File: src/rtl/counter_arb_pkg.sv
// Package: counter_arb_pkg
// Purpose : shared types, default sizes and the round-robin pick helper for
//           counter_arbiter and its rr_arbiter sub-module.
// Contents:
//   N_DEF, CW_DEF - default requester count and counter width
//   IW            - width of a requester index (covers up to 8 requesters)
//   state_t       - arbiter FSM states {IDLE, RUN, DONE}
//   rr_pick()     - index of first set request at or after a pointer, wrapping
package counter_arb_pkg;

  localparam int N_DEF  = 4;
  localparam int CW_DEF = 3;
  localparam int IW     = 3;

  typedef enum logic [1:0] {
    IDLE = 2'd0,
    RUN  = 2'd1,
    DONE = 2'd2
  } state_t;

  // Scan n requests starting at ptr and wrapping; the first set bit wins.
  // Requests are padded to 8 bits so one function serves every legal N.
  // Returns 0 when nothing is requested; callers qualify with |req.
  function automatic logic [IW-1:0] rr_pick(input logic [7:0] req_v,
                                            input logic [IW-1:0] ptr,
                                            input int n);
    logic [IW-1:0] pick;
    logic          found;
    int            j;
    pick  = 3'd0;
    found = 1'b0;
    for (int k = 0; k < 8; k++) begin
      j = (int'(ptr) + k) % n;
      if ((k < n) && !found && req_v[j[2:0]]) begin
        pick  = j[2:0];
        found = 1'b1;
      end else begin
        found = found;
      end
    end
    return pick;
  endfunction

endpackage

File: src/rtl/counter_arbiter_rr_arbiter.sv
// Module : rr_arbiter
// Purpose: round-robin selection for counter_arbiter. Combinational pick of
//          the first request at or after the priority pointer; the pointer
//          moves to owner+1 (mod N) whenever i_adv is strobed.
// Ports  :
//   clk, reset  - clock, asynchronous active-high reset (pointer -> 0)
//   i_req       - request vector
//   i_adv       - advance the pointer past i_owner this cycle
//   i_owner     - index of the requester that just finished / aborted
//   o_winner    - one-hot winner (all zero when no request)
//   o_idx       - winner index
//   o_any       - at least one request present
module rr_arbiter
  import counter_arb_pkg::*;
#(
  parameter int N = N_DEF
) (
  input  logic          clk,
  input  logic          reset,
  input  logic [N-1:0]  i_req,
  input  logic          i_adv,
  input  logic [IW-1:0] i_owner,
  output logic [N-1:0]  o_winner,
  output logic [IW-1:0] o_idx,
  output logic          o_any
);

  logic [IW-1:0] r_ptr;
  logic [7:0]    w_req8;
  logic [N-1:0]  w_one;

  // Zero-extend requests to the fixed width rr_pick works on.
  always_comb begin
    w_req8         = 8'd0;
    w_req8[N-1:0]  = i_req;
  end

  assign w_one    = {{(N-1){1'b0}}, 1'b1};
  assign o_any    = |i_req;
  assign o_idx    = rr_pick(w_req8, r_ptr, N);
  assign o_winner = o_any ? (w_one << o_idx) : {N{1'b0}};

  // Priority pointer: after a run ends the finishing owner drops to lowest priority.
  always_ff @(posedge clk or posedge reset) begin
    if (reset) begin
      r_ptr <= 3'd0;
    end else if (i_adv) begin
      r_ptr <= (i_owner == IW'(N-1)) ? 3'd0 : (i_owner + 3'd1);
    end else begin
      r_ptr <= r_ptr;
    end
  end

endmodule

File: src/rtl/counter_arbiter.sv
// Module : counter_arbiter
// Purpose: shares one mod-2^CW step counter between N requesters. The
//          round-robin winner owns the counter for len+1 ticks, then gets a
//          one-cycle done pulse. Dropping req mid-run aborts without done.
// Ports  :
//   clk, reset  - clock, asynchronous active-high reset
//   req  [N]    - request per requester, held until done or abandonment
//   len  [N*CW] - run length per requester (requester i: bits [i*CW +: CW])
//   tick        - step strobe; the counter only advances on tick in RUN
//   gnt  [N]    - registered one-hot grant
//   busy        - high in RUN or DONE
//   num  [CW]   - live counter value
//   done [N]    - one-cycle completion pulse to the owner
//   grant_cnt [N*8] - per-requester saturating completed-run counts,
//                     present only when COUNTER_ARB_STATS_EN is defined
module counter_arbiter
  import counter_arb_pkg::*;
#(
  parameter int N  = N_DEF,
  parameter int CW = CW_DEF
) (
  input  logic            clk,
  input  logic            reset,
  input  logic [N-1:0]    req,
  input  logic [N*CW-1:0] len,
  input  logic            tick,
  output logic [N-1:0]    gnt,
  output logic            busy,
  output logic [CW-1:0]   num,
`ifdef COUNTER_ARB_STATS_EN
  output logic [N*8-1:0]  grant_cnt,
`endif
  output logic [N-1:0]    done
);

  state_t        r_state, w_state_nxt;
  logic [IW-1:0] r_owner, w_owner_nxt;
  logic [CW-1:0] r_len,   w_len_nxt;
  logic [CW-1:0] r_num,   w_num_nxt;
  logic [N-1:0]  r_gnt,   w_gnt_nxt;
  logic [N-1:0]  r_done,  w_done_nxt;
  logic          r_busy,  w_busy_nxt;
  logic          w_adv;
  logic [N-1:0]  w_winner;
  logic [IW-1:0] w_idx;
  logic          w_any;

  rr_arbiter #(.N(N)) u_rr (
    .clk      (clk),
    .reset    (reset),
    .i_req    (req),
    .i_adv    (w_adv),
    .i_owner  (r_owner),
    .o_winner (w_winner),
    .o_idx    (w_idx),
    .o_any    (w_any)
  );

  // Next-state and next-output logic for the IDLE/RUN/DONE sequencer.
  always_comb begin
    w_state_nxt = r_state;
    w_owner_nxt = r_owner;
    w_len_nxt   = r_len;
    w_num_nxt   = r_num;
    w_gnt_nxt   = r_gnt;
    w_done_nxt  = {N{1'b0}};
    w_adv       = 1'b0;
    case (r_state)
      IDLE: begin
        if (w_any) begin
          w_state_nxt = RUN;
          w_owner_nxt = w_idx;
          w_len_nxt   = len[w_idx*CW +: CW];
          w_gnt_nxt   = w_winner;
          w_num_nxt   = {CW{1'b0}};
        end else begin
          w_gnt_nxt   = {N{1'b0}};
          w_num_nxt   = {CW{1'b0}};
        end
      end
      RUN: begin
        // An owner withdrawing its request wins over a same-cycle completion.
        if ((req & r_gnt) == {N{1'b0}}) begin
          w_state_nxt = IDLE;
          w_gnt_nxt   = {N{1'b0}};
          w_num_nxt   = {CW{1'b0}};
          w_adv       = 1'b1;
        end else if (tick) begin
          if (r_num == r_len) begin
            w_state_nxt = DONE;
            w_done_nxt  = r_gnt;
          end else begin
            w_num_nxt   = r_num + CW'(1);
          end
        end else begin
          w_num_nxt   = r_num;
        end
      end
      DONE: begin
        w_state_nxt = IDLE;
        w_gnt_nxt   = {N{1'b0}};
        w_num_nxt   = {CW{1'b0}};
        w_adv       = 1'b1;
      end
      default: begin
        w_state_nxt = IDLE;
        w_gnt_nxt   = {N{1'b0}};
        w_num_nxt   = {CW{1'b0}};
      end
    endcase
    w_busy_nxt = (w_state_nxt != IDLE);
  end

  // State and registered outputs.
  always_ff @(posedge clk or posedge reset) begin
    if (reset) begin
      r_state <= IDLE;
      r_owner <= 3'd0;
      r_len   <= {CW{1'b0}};
      r_num   <= {CW{1'b0}};
      r_gnt   <= {N{1'b0}};
      r_done  <= {N{1'b0}};
      r_busy  <= 1'b0;
    end else begin
      r_state <= w_state_nxt;
      r_owner <= w_owner_nxt;
      r_len   <= w_len_nxt;
      r_num   <= w_num_nxt;
      r_gnt   <= w_gnt_nxt;
      r_done  <= w_done_nxt;
      r_busy  <= w_busy_nxt;
    end
  end

  assign gnt  = r_gnt;
  assign done = r_done;
  assign num  = r_num;
  assign busy = r_busy;

`ifdef COUNTER_ARB_STATS_EN
  logic [N*8-1:0] r_cnt;

  // Completed-run counters; only the DONE state counts, so aborts are excluded.
  always_ff @(posedge clk or posedge reset) begin
    if (reset) begin
      r_cnt <= {(N*8){1'b0}};
    end else if (r_state == DONE) begin
      for (int i = 0; i < N; i++) begin
        if (r_gnt[i] && (r_cnt[i*8 +: 8] != 8'hFF)) begin
          r_cnt[i*8 +: 8] <= r_cnt[i*8 +: 8] + 8'd1;
        end else begin
          r_cnt[i*8 +: 8] <= r_cnt[i*8 +: 8];
        end
      end
    end else begin
      r_cnt <= r_cnt;
    end
  end

  assign grant_cnt = r_cnt;
`endif

endmodule
File: config.mk
export PLATFORM = sky130hd
export DESIGN_NAME = counter_arbiter
export DESIGN_NICKNAME = d
export VERILOG_FILES = /design/src/rtl/counter_arb_pkg.sv /design/src/rtl/counter_arbiter_rr_arbiter.sv /design/src/rtl/counter_arbiter.sv
export SDC_FILE = /design/constraint.sdc
export NUM_CORES = 1
export LEC_CHECK = 0
export CORE_UTILIZATION = 30
export CTS_BUF_LIST = sky130_fd_sc_hd__clkbuf_4
export DETAILED_ROUTE_END_ITERATION = 6
export MAX_ROUTING_LAYER = met4
export PLACE_DENSITY = 0.55
export SLEW_MARGIN = 20
export SYNTH_ARGS = -nofsm -noshare
export SYNTH_HDL_FRONTEND = slang
export SYNTH_SLANG_ARGS = --single-unit
export TNS_END_PERCENT = 50
File: constraint.sdc
create_clock -name clk -period 1.81 [get_ports clk]
set_clock_uncertainty 0.05 [all_clocks]
set_input_delay 0.362 -clock clk [delete_from_list [all_inputs] [get_ports clk]]
set_output_delay 0.362 -clock clk [all_outputs]
set_load 0.03 [all_outputs]
==> metrics.log, run 1 <==
INFO  metric yosys_warnings = 0
INFO  metric synth.ff_latch_count = 21
INFO  metric io_buffer_count = 30
INFO  metric p_seq_frac = 0.363
INFO  metric sequential_area_share_after_synthesis = 0.4585
INFO  metric power-per-cell-area = 1246 mW/mm^2
INFO  metric postSynthAreaPerCell = 10.33 sq um
INFO  metric critPathCaptureType = output pin
INFO  metric first_global_vias = 955
INFO  metric syn-cell-area = 0.001146 sq mm
INFO  metric max_cap_viol_count = 0
INFO  metric cp_num_buf_inv = 1
INFO  metric hold_path_class = input port to async pin
INFO  metric crit-reg2reg-capture = r_len[0]
INFO  metric tritoncts = done
INFO  metric netSwitchingFraction = 0.4071
INFO  metric floorplan.die_area = 0.004072 sq mm
INFO  metric grt_antenna_before_repair = 0
INFO  metric clock_network_power_share = 0.108
INFO  metric net_count_reported_at_finish = 184
INFO  metric dominantRegCellSynth = sky130_fd_sc_hd__dfrtp_1
INFO  metric holdBufCountCts = 0
INFO  metric routed-via-count = 980
INFO  metric final_min_period_over_clock_period = 0.9462
INFO  metric synth-edff-count = 0
INFO  metric critical_path_cell_by_cell = clkdlybuf4s50_1
INFO  metric critical_path_arrival = 1.30 ns
INFO  metric routed_via_density = 4.734
INFO  metric boundaryPins = 31
INFO  metric number_of_cells_on_the_critical_path = 1
INFO  metric drt-wirelength-per-cell = 11.67 um
INFO  metric pin_count_of_the_biggest_net_entering_global_routing = 22
INFO  metric report.final.setup_viol = 0
INFO  metric cts.reportedPaths.clkPinSlew = 0.12 ns
INFO  metric finalHoldViolations = 0
INFO  metric clk_latency = 0.30 ns
INFO  metric detail_route.wirelength = 2415 um
INFO  metric htreeDepth = 1
INFO  metric grt_util_all_layers = 0.1360
INFO  metric post-route-cell-area = 0.001653 sq mm
INFO  metric post_synth_mux_area_share = 0.04585
INFO  metric critPathKind = flip-flop to output pin
INFO  metric ys_types = 34
INFO  metric worstSetupEndpoint = done[1]
INFO  metric reg2reg_setup_slack = 0.17 ns
INFO  metric first_pass_iters = 5
INFO  metric worst_setup_path_start = done[1]
INFO  metric cts_num_sinks = 21
INFO  metric synth_cells = 111
INFO  metric period_needed = 1.713 ns
INFO  metric worst_r2r_path_depth = 6
INFO  metric area.growth.synth_to_final = 44.21%
INFO  metric timing.critical_path.max_delay_family = buffers and inverters
INFO  metric floorplan.rows = 22
INFO  metric mappedNetlistNets = 135
INFO  metric fp.dieH = 63.81 um
INFO  metric post_synth_and_or_nand_nor_area_fraction = 0.1910
INFO  metric finish.cell_count_without_fillers = 207
INFO  metric synth_top_family_by_area = compound AO/OA/AOI/OAI gates
INFO  metric dpl_cell_area = 0.001614 sq mm
INFO  metric max_slew_margin = 0.7371
INFO  metric critical_path.slowest_cell = sky130_fd_sc_hd__clkdlybuf4s50_1
INFO  metric run_status = finished, final reports clean
INFO  metric mostFrequentLayoutCell = sky130_fd_sc_hd__dfrtp_1
INFO  metric rsz0062_at_grt = no
INFO  metric floorplan.die.width = 63.81 um
INFO  metric power.internal = 1.221 mW
INFO  metric most_area_consuming_cells_after_synthesis = sky130_fd_sc_hd__dfrtp_1 (46%), sky130_fd_sc_hd__ha_1 (5.5%), sky130_fd_sc_hd__nand2_1 (4.3%), sky130_fd_sc_hd__a211oi_1 (3.9%), sky130_fd_sc_hd__o31ai_2 (3.3%)
INFO  metric rd_place_congestion = 0.8848
INFO  metric cts_resized = 7
INFO  metric synth_largest_area_cell = sky130_fd_sc_hd__dfrtp_1
INFO  metric post-synth-top-area-fraction = 0.4585
INFO  metric initial_core_util = 0.3131
INFO  metric worst-slew-pin-transition = 0.3944 ns
INFO  metric synth_compound_area_frac = 0.1943
INFO  metric worstPathRequired = 1.40 ns
INFO  metric detail_route.drc_violations = 0
INFO  metric setup.worst_path.start_class = flip-flop
INFO  metric cts_inserted_buffers = 3
INFO  metric crit-reg2reg-launch = r_state[1]
INFO  metric grt.overflow.total = 0
INFO  metric ant_nets = 0
INFO  metric fmaxAchievable = 583.9 MHz
INFO  metric power.ir.vdd_worst = 642.7 uV
INFO  metric cpPeakStageDelay = 0.66 ns
INFO  metric antennaDiodeCount = 0
INFO  metric ctsRootBufferMaster = sky130_fd_sc_hd__clkbuf_4
INFO  metric synth-adder-area-share = 0.05459
INFO  metric place_inst = 203
INFO  metric final_layout_size_suffix_gt1_frac = 0.2013
INFO  metric total_leakage_power = 0.7795 nW
INFO  metric detailedPlacementHpwl = 1986 um
INFO  metric drt_iter0_drc = 14
INFO  metric floorplan.core_area = 0.003661 sq mm
INFO  metric slew_violations = 0
INFO  metric number_of_filler_cells_placed_in_the_layout = 359
INFO  metric most-common-layout-cells = sky130_fd_sc_hd__dfrtp_1 (21), sky130_fd_sc_hd__clkdlybuf4s50_1 (19), sky130_fd_sc_hd__buf_4 (15)
INFO  metric async_reset_ff_frac = 1.000
INFO  metric global_route_wire_length_before_repair = 4195 um
INFO  metric clockBufferDepth = 2
INFO  metric p_sw = 838.8 uW
INFO  metric synthXorXnorAreaFrac = 0.03821
INFO  metric cts_post_setup_buffers_inserted = 0
INFO  metric p_comb_frac = 0.529
INFO  metric path_max_fanout = 1
cells in the mapped netlist (all sizes together) (2+ instances only):
| cell | count |
|---|---|
| dfrtp | 21 |
| mux2i | 3 |
| a21boi | 4 |
| nor4 | 2 |
| and2 | 6 |
| o22ai | 2 |
| o31ai | 5 |
| inv | 4 |
| nand2 | 14 |
| o21ai | 3 |
| nand3 | 3 |
| a211oi | 6 |
| xor2 | 2 |
| a21oi | 3 |
| mux2 | 2 |
| ha | 5 |
| nor2b | 2 |
| xnor2 | 3 |
| a22oi | 2 |
| nor2 | 9 |
layer usage:
layer	vias to the layer above	global-route usage	wire, um
li1	504	-	-
met1	456	0.1657	1137
met2	18	0.2154	1176
met3	2	0.02321	74
met4	0	0.07102	26
met5	-	-	0
registers in the layout, indices dropped and copies added, names as in the netlist:
| signal | flops |
|---|---|
| num | 3 |
| busy | 1 |
| r_owner | 2 |
| u_rr.r_ptr | 2 |
| gnt | 4 |
| done | 4 |
| r_state | 2 |
| r_len | 3 |
kinds of logic after synthesis:
logic type	Yosys count
multiplexers	5
flip-flops	21
AND/OR/NAND/NOR	41
buffers and inverters	5
XOR/XNOR	5
AO/OA/AOI/OAI	29
adder cells (fa/ha/maj)	5
power by group through the flow:
stage	logic, mW	clock network [mW]	registers [mW]
after floorplan	0.607	0	0.827
after global placement	1.11	0	0.756
after detailed placement	1.12	0	0.763
after CTS	1.10	0.235	0.751
after global routing	1.21	0.254	0.775
final	1.09	0.222	0.748
per-stage QoR:
stage | setup slack [ns] | hold slack (ns) | TNS, ns | total power, mW | util
2_1_floorplan | 0.2155 | 0.2885 | 0 | 1.434 | -
3_3_place_gp | -0.2666 | 0.4207 | -2.344 | 1.867 | 0.4409
3_5_place_dp | -0.2991 | 0.4308 | -2.868 | 1.885 | 0.4409
4_1_cts | 0.03346 | 0.3333 | 0 | 2.083 | 0.4460
5_1_grt | 0.02364 | 0.3302 | 0 | 2.237 | 0.4515
6_report | 0.09744 | 0.3265 | 0 | 2.060 | 0.4515
area by class of cell:
| cell class | count | area [sq um] | share of cell area |
|---|---|---|---|
| clock buffers | 3 | 22.52 | 0.01363 |
| clock inverters | 1 | 5.005 | 0.003028 |
| inverters | 4 | 15.01 | 0.009084 |
| well taps | 48 | 60.06 | 0.03634 |
| multi-input cells | 85 | 610.6 | 0.3694 |
| flip-flops and latches | 21 | 525.5 | 0.3179 |
| repair buffers | 45 | 414.1 | 0.2506 |
worst reg2reg max path, cell delays in order (launching register included):
cell	delay, ns
sky130_fd_sc_hd__dfrtp_1	0.41
sky130_fd_sc_hd__inv_1	0.12
sky130_fd_sc_hd__ha_1	0.22
sky130_fd_sc_hd__nor2b_1	0.25
sky130_fd_sc_hd__o31ai_2	0.14
sky130_fd_sc_hd__a211oi_1	0.26
sky130_fd_sc_hd__a211oi_1	0.08
worst min path at each step:
| stage | start | to | slack, ns |
|---|---|---|---|
| after floorplan | reset | busy | 0.29 |
| after global placement | r_owner[1] | r_owner[1] | 0.42 |
| after detailed placement | r_owner[1] | r_owner[1] | 0.43 |
| after CTS | reset | done[1] | 0.33 |
| after global routing | reset | done[3] | 0.33 |
| final | reset | done[1] | 0.33 |
No activity file was read; power rests on OpenSTA's default activity.
==> run 2, diff against run 1 <==
CTS_BUF_LIST = sky130_fd_sc_hd__clkbuf_8   (was sky130_fd_sc_hd__clkbuf_4)
SLEW_MARGIN = default   (was 20)
==> run 2 against run 1 <==
Net effect:
- global-route usage unchanged
- combinational power hardly changed
- worst setup slack worse by 0.051 ns
- count of clock-buffer cells in the layout unchanged
- non-clock buffer count did not move
- critical path type unchanged
- highest routed layer unchanged
==> metrics.log, run 2 (synthesis results as in run 1) <==
INFO  metric floorplan.rows = 22
INFO  metric worst_r2r_path_depth = 6
INFO  metric floorplan.die_area = 0.004072 sq mm
INFO  metric critPathCaptureType = output pin
INFO  metric grt.overflow.total = 0
INFO  metric cts_inserted_buffers = 3
INFO  metric critical_path_cell_by_cell = clkdlybuf4s50_1
INFO  metric first_pass_iters = 4
INFO  metric reg2reg_setup_slack = 0.18 ns
INFO  metric crit-reg2reg-capture = r_len[0]
INFO  metric power-per-cell-area = 1289 mW/mm^2
INFO  metric ant_nets = 0
INFO  metric routed-via-count = 983
INFO  metric ctsRootBufferMaster = sky130_fd_sc_hd__clkbuf_8
INFO  metric routed_via_density = 4.749
INFO  metric fp.dieH = 63.81 um
INFO  metric m1WireLength = 1149 um
INFO  metric floorplan.core_area = 0.003661 sq mm
INFO  metric cts_post_setup_buffers_inserted = 0
INFO  metric final_layout_size_suffix_gt1_frac = 0.1950
INFO  metric detail_route.drc_violations = 0
INFO  metric area.growth.synth_to_final = 46.29%
INFO  metric setup.worst_path.start_class = flip-flop
INFO  metric drt_iter0_drc = 10
INFO  metric hold_path_class = input port to async pin
INFO  metric boundaryPins = 31
INFO  metric routed-wl-met3 = 78 um
INFO  metric worst-slew-pin-transition = 0.3905 ns
INFO  metric grt_util_all_layers = 0.1360
INFO  metric finalHoldViolations = 0
INFO  metric slew_violations = 0
INFO  metric critical_path_arrival = 1.35 ns
INFO  metric clk_latency = 0.26 ns
INFO  metric period_needed = 1.764 ns
INFO  metric cpPeakStageDelay = 0.69 ns
INFO  metric htreeDepth = 1
INFO  metric critical_path.slowest_cell = sky130_fd_sc_hd__clkdlybuf4s50_1
INFO  metric net_count_reported_at_finish = 184
INFO  metric rd_place_congestion = 0.8848
INFO  metric tritoncts = done
INFO  metric detailedPlacementHpwl = 1986 um
INFO  metric path_max_fanout = 4
INFO  metric fin_ws = 0.04643 ns
INFO  metric clockBufferDepth = 2
INFO  metric cp_num_buf_inv = 1
INFO  metric holdBufCountCts = 0
INFO  metric fmaxAchievable = 567.0 MHz
INFO  metric floorplan.die.width = 63.81 um
INFO  metric fin_setup_tns = 0 ns
INFO  metric io_buffer_count = 30
INFO  metric report.final.setup_viol = 0
INFO  metric mostFrequentLayoutCell = sky130_fd_sc_hd__clkdlybuf4s50_1
INFO  metric first_global_vias = 949
INFO  metric rsz0062_at_grt = no
INFO  metric global_route_wire_length_before_repair = 4215 um
INFO  metric grt_antenna_before_repair = 0
INFO  metric drt-wirelength-per-cell = 11.72 um
INFO  metric final_min_period_over_clock_period = 0.9743
INFO  metric pin_count_of_the_biggest_net_entering_global_routing = 22
INFO  metric dr_wl_met2 = 1145 um
INFO  metric critPathKind = flip-flop to output pin
INFO  metric power.ir.vdd_worst = 503.8 uV
INFO  metric timing.critical_path.max_delay_family = buffers and inverters
INFO  metric detail_route.wirelength = 2426 um
INFO  metric crit-reg2reg-launch = r_state[1]
INFO  metric pre_cts_slack = -0.2991 ns
INFO  metric worstPathRequired = 1.40 ns
INFO  metric max_cap_viol_count = 0
INFO  metric most-common-layout-cells = sky130_fd_sc_hd__clkdlybuf4s50_1 (23), sky130_fd_sc_hd__dfrtp_1 (21), sky130_fd_sc_hd__buf_4 (15)
INFO  metric initial_core_util = 0.3131
INFO  metric max_slew_margin = 0.7396
INFO  metric cts.reportedPaths.clkPinSlew = 0.08 ns
INFO  metric antennaDiodeCount = 0
INFO  metric run_status = finished, final reports clean
INFO  metric totalPowerFinal = 2.161 mW
INFO  metric cts_num_sinks = 21
INFO  metric total_leakage_power = 0.7860 nW
INFO  metric top_layer_used = met4
-- run 2: worst register-to-register path, cell delays in order, from the launching register on --
cell and delay [ns]:
sky130_fd_sc_hd__dfrtp_1 0.39, sky130_fd_sc_hd__inv_1 0.12, sky130_fd_sc_hd__ha_1 0.22, sky130_fd_sc_hd__nor2b_1 0.25
sky130_fd_sc_hd__o31ai_2 0.14, sky130_fd_sc_hd__a211oi_1 0.26, sky130_fd_sc_hd__a211oi_1 0.08
-- run 2: cell type report --
class | instances | area (sq um)
fill | 359 | 1984
multi-input combinational | 85 | 606.8
sequential | 21 | 525.5
timing repair buffer | 45 | 422.9
tap | 48 | 60.06
clock buffer | 3 | 41.29
inverter | 4 | 15.01
clock inverter | 1 | 5.005
-- run 2: worst max-delay path by stage --
stage | from | end | slack [ns] | cells after the start
after floorplan | r_state[1] | r_len[0] | 0.22 | 6
after CTS | req[1] | gnt[2] | 0.003 | 6
after global placement | req[0] | gnt[2] | -0.27 | 6
after global routing | gnt[1] | gnt[1] | 0.0007 | 1
after detailed placement | req[0] | gnt[2] | -0.30 | 6
final | gnt[3] | gnt[3] | 0.05 | 1
-- run 2: layer usage --
layer	global-route usage	vias to the layer above
met5	-	-
met4	0.06250	0
met3	0.02321	4
met2	0.2154	18
met1	0.1691	457
li1	-	504
-- run 2: timing repair --
item / in CTS / in global routing
gates resized for setup: 2 / 6
endpoints found under the setup margin: 5 / 11
pin swaps: 0 / 0
-- run 2: power by group --
group	internal, mW	total (mW)	switching [mW]
clock network	0.153	0.301	0.148
logic	0.547	1.11	0.560
registers	0.613	0.752	0.139
total	1.31	2.16	0.847
-- run 2: through the flow --
stage	hold slack, ns	util	area, sq um	std cells
finish	0.3786	0.4580	1677	207
global route	0.3978	0.4580	1677	207
CTS	0.3940	0.4528	1658	207
detailed placement	0.4308	0.4409	1614	203
global placement	0.4207	0.4409	1614	203
floorplan	0.2885	-	1146	111
==> run 3, diff against run 2 <==
CORE_UTILIZATION = 25   (was 30)
PLACE_DENSITY = 0.48   (was 0.55)
clock period = 1.94 ns   (was 1.81 ns; I/O delays follow)
==> run 3 against run 2 <==
Net effect:
- combinational power decreased by 5%
- register-to-register slack improved by 0.08 ns
- wire length increased by 10%
- critical path type unchanged
- total power decreased by 5.8%
- worst setup slack improved by 0.036 ns
- via count decreased by 1.8%
- largest power group unchanged
- worst hold slack improved by 0.019 ns
- count of clock-buffer cells in the layout unchanged
==> metrics.log, run 3 (synthesis results as in run 1) <==
INFO  metric crit-reg2reg-capture = r_len[1]
INFO  metric final_min_period_over_clock_period = 0.9573
INFO  metric combined_flip_flop_and_latch_cell_area = 525.5 sq um
INFO  metric htreeDepth = 1
INFO  metric fin_setup_tns = 0 ns
INFO  metric detail_route.wirelength = 2680 um
INFO  metric worstPathRequired = 1.50 ns
INFO  metric cp_num_buf_inv = 1
INFO  metric critical_path_arrival = 1.42 ns
INFO  metric power-per-cell-area = 1225 mW/mm^2
INFO  metric path_max_fanout = 4
INFO  metric antennaDiodeCount = 0
INFO  metric floorplan.rows = 24
INFO  metric first_pass_iters = 4
INFO  metric slew_violations = 0
INFO  metric fin_ws = 0.08284 ns
INFO  metric grt_util_all_layers = 0.1179
INFO  metric first_global_vias = 955
INFO  metric worstSetupEndpoint = num[0]
INFO  metric report.final.setup_viol = 0
INFO  metric number_of_filler_cells_placed_in_the_layout = 438
INFO  metric fin_hold_ws = 0.3981 ns
INFO  metric routed_via_density = 4.595
INFO  metric setup.worst_path.start_class = flip-flop
INFO  metric total_leakage_power = 0.7144 nW
INFO  metric most-common-layout-cells = sky130_fd_sc_hd__clkdlybuf4s50_1 (30), sky130_fd_sc_hd__dfrtp_1 (21), sky130_fd_sc_hd__buf_4 (14)
INFO  metric grt_antenna_before_repair = 0
INFO  metric finalHoldViolations = 0
INFO  metric reg2reg_setup_slack = 0.26 ns
INFO  metric grt.overflow.total = 0
INFO  metric critPathCaptureType = output pin
INFO  metric pin_count_of_the_biggest_net_entering_global_routing = 22
INFO  metric global_route_wire_length_before_repair = 4450 um
INFO  metric critPathKind = flip-flop to output pin
INFO  metric place_inst = 206
INFO  metric dpl_cell_area = 0.001612 sq mm
INFO  metric totalPowerFinal = 2.036 mW
INFO  metric initial_core_util = 0.2614
INFO  metric ctsRootBufferMaster = sky130_fd_sc_hd__clkbuf_8
INFO  metric detail_route.drc_violations = 0
INFO  metric power.ir.vdd_worst = 436.0 uV
INFO  metric final_layout_size_suffix_gt1_frac = 0.1899
INFO  metric cts.reportedPaths.clkPinSlew = 0.08 ns
INFO  metric fp.dieH = 69.71 um
INFO  metric drt_iter0_drc = 53
INFO  metric max_cap_viol_count = 0
INFO  metric rsz0062_at_grt = no
INFO  metric routed-via-count = 965
INFO  metric mostFrequentLayoutCell = sky130_fd_sc_hd__clkdlybuf4s50_1
INFO  metric pre_cts_slack = -0.1873 ns
INFO  metric cts_num_sinks = 21
INFO  metric worst-slew-pin-transition = 0.4710 ns
INFO  metric cts_post_setup_buffers_inserted = 0
INFO  metric detailedPlacementHpwl = 2214 um
INFO  metric period_needed = 1.857 ns
INFO  metric cts_inserted_buffers = 3
INFO  metric net_count_reported_at_finish = 183
INFO  metric run_status = finished, final reports clean
INFO  metric post-route-util = 0.3793
INFO  metric timing.critical_path.max_delay_family = buffers and inverters
INFO  metric ant_nets = 0
INFO  metric area.growth.synth_to_final = 45.09%
INFO  metric cpPeakStageDelay = 0.71 ns
INFO  metric worst_r2r_path_depth = 6
INFO  metric critical_path.slowest_cell = sky130_fd_sc_hd__clkdlybuf4s50_1
INFO  metric boundaryPins = 31
INFO  metric clk_latency = 0.26 ns
INFO  metric finish.cell_count_without_fillers = 210
INFO  metric number_of_cells_on_the_critical_path = 1
INFO  metric fmaxAchievable = 538.5 MHz
INFO  metric floorplan.die_area = 0.004859 sq mm
INFO  metric clockBufferDepth = 2
INFO  metric max_slew_margin = 0.6831
INFO  metric floorplan.die.width = 69.71 um
INFO  metric post-route-cell-area = 0.001663 sq mm
INFO  metric critical_path_cell_by_cell = clkdlybuf4s50_1
INFO  metric floorplan.core_area = 0.004384 sq mm
INFO  metric io_buffer_count = 30
INFO  metric tritoncts = done
INFO  metric drt-wirelength-per-cell = 12.76 um
INFO  metric multi_input_area = 605.6 sq um
INFO  metric crit-reg2reg-launch = r_state[1]
INFO  metric worst_setup_path_start = num[0]
INFO  metric hold_path_class = input port to async pin
INFO  metric rd_place_congestion = 0.7171
## run 3: routing by layer
layer  share of wire  track usage
met1            0.45       0.1311
met4          0.0086      0.04000
met5               0            -
met2            0.52       0.2060
met3           0.026      0.02907
## run 3: worst min-delay path, stage by stage
cell	delay, ns
sky130_fd_sc_hd__clkdlybuf4s50_1	0.39
sky130_fd_sc_hd__inv_1	0.05
sky130_fd_sc_hd__buf_4	0.27
## run 3: area by class of cell
cell class,instances,area share
clock buffers,3,0.02483
well taps,52,0.03913
repair buffers,44,0.2438
clock inverters,1,0.003010
flip-flops and latches,21,0.3160
multi-input cells,85,0.3642
inverters,4,0.009029
## run 3: worst min-delay path by stage
stage	start	end	slack (ns)	cells past startpoint
5_1_grt	reset	busy	0.45	3
2_1_floorplan	reset	busy	0.31	1
3_5_place_dp	r_owner[1]	r_owner[1]	0.43	2
3_3_place_gp	r_owner[1]	r_owner[1]	0.42	2
6_report	reset	num[0]	0.40	3
4_1_cts	reset	num[0]	0.41	3
## run 3: timing repair
action / CTS / global route
gates resized for setup: 0 / 1
hold buffers: 0 / 0
endpoints found under the setup margin: 0 / 1
## run 3: where the power goes
group          internal [mW]  switching, mW  total [mW]
Combinational          0.507          0.539        1.05
Clock                  0.143          0.146       0.289
Sequential             0.572          0.129       0.701
Total                   1.22          0.814        2.04
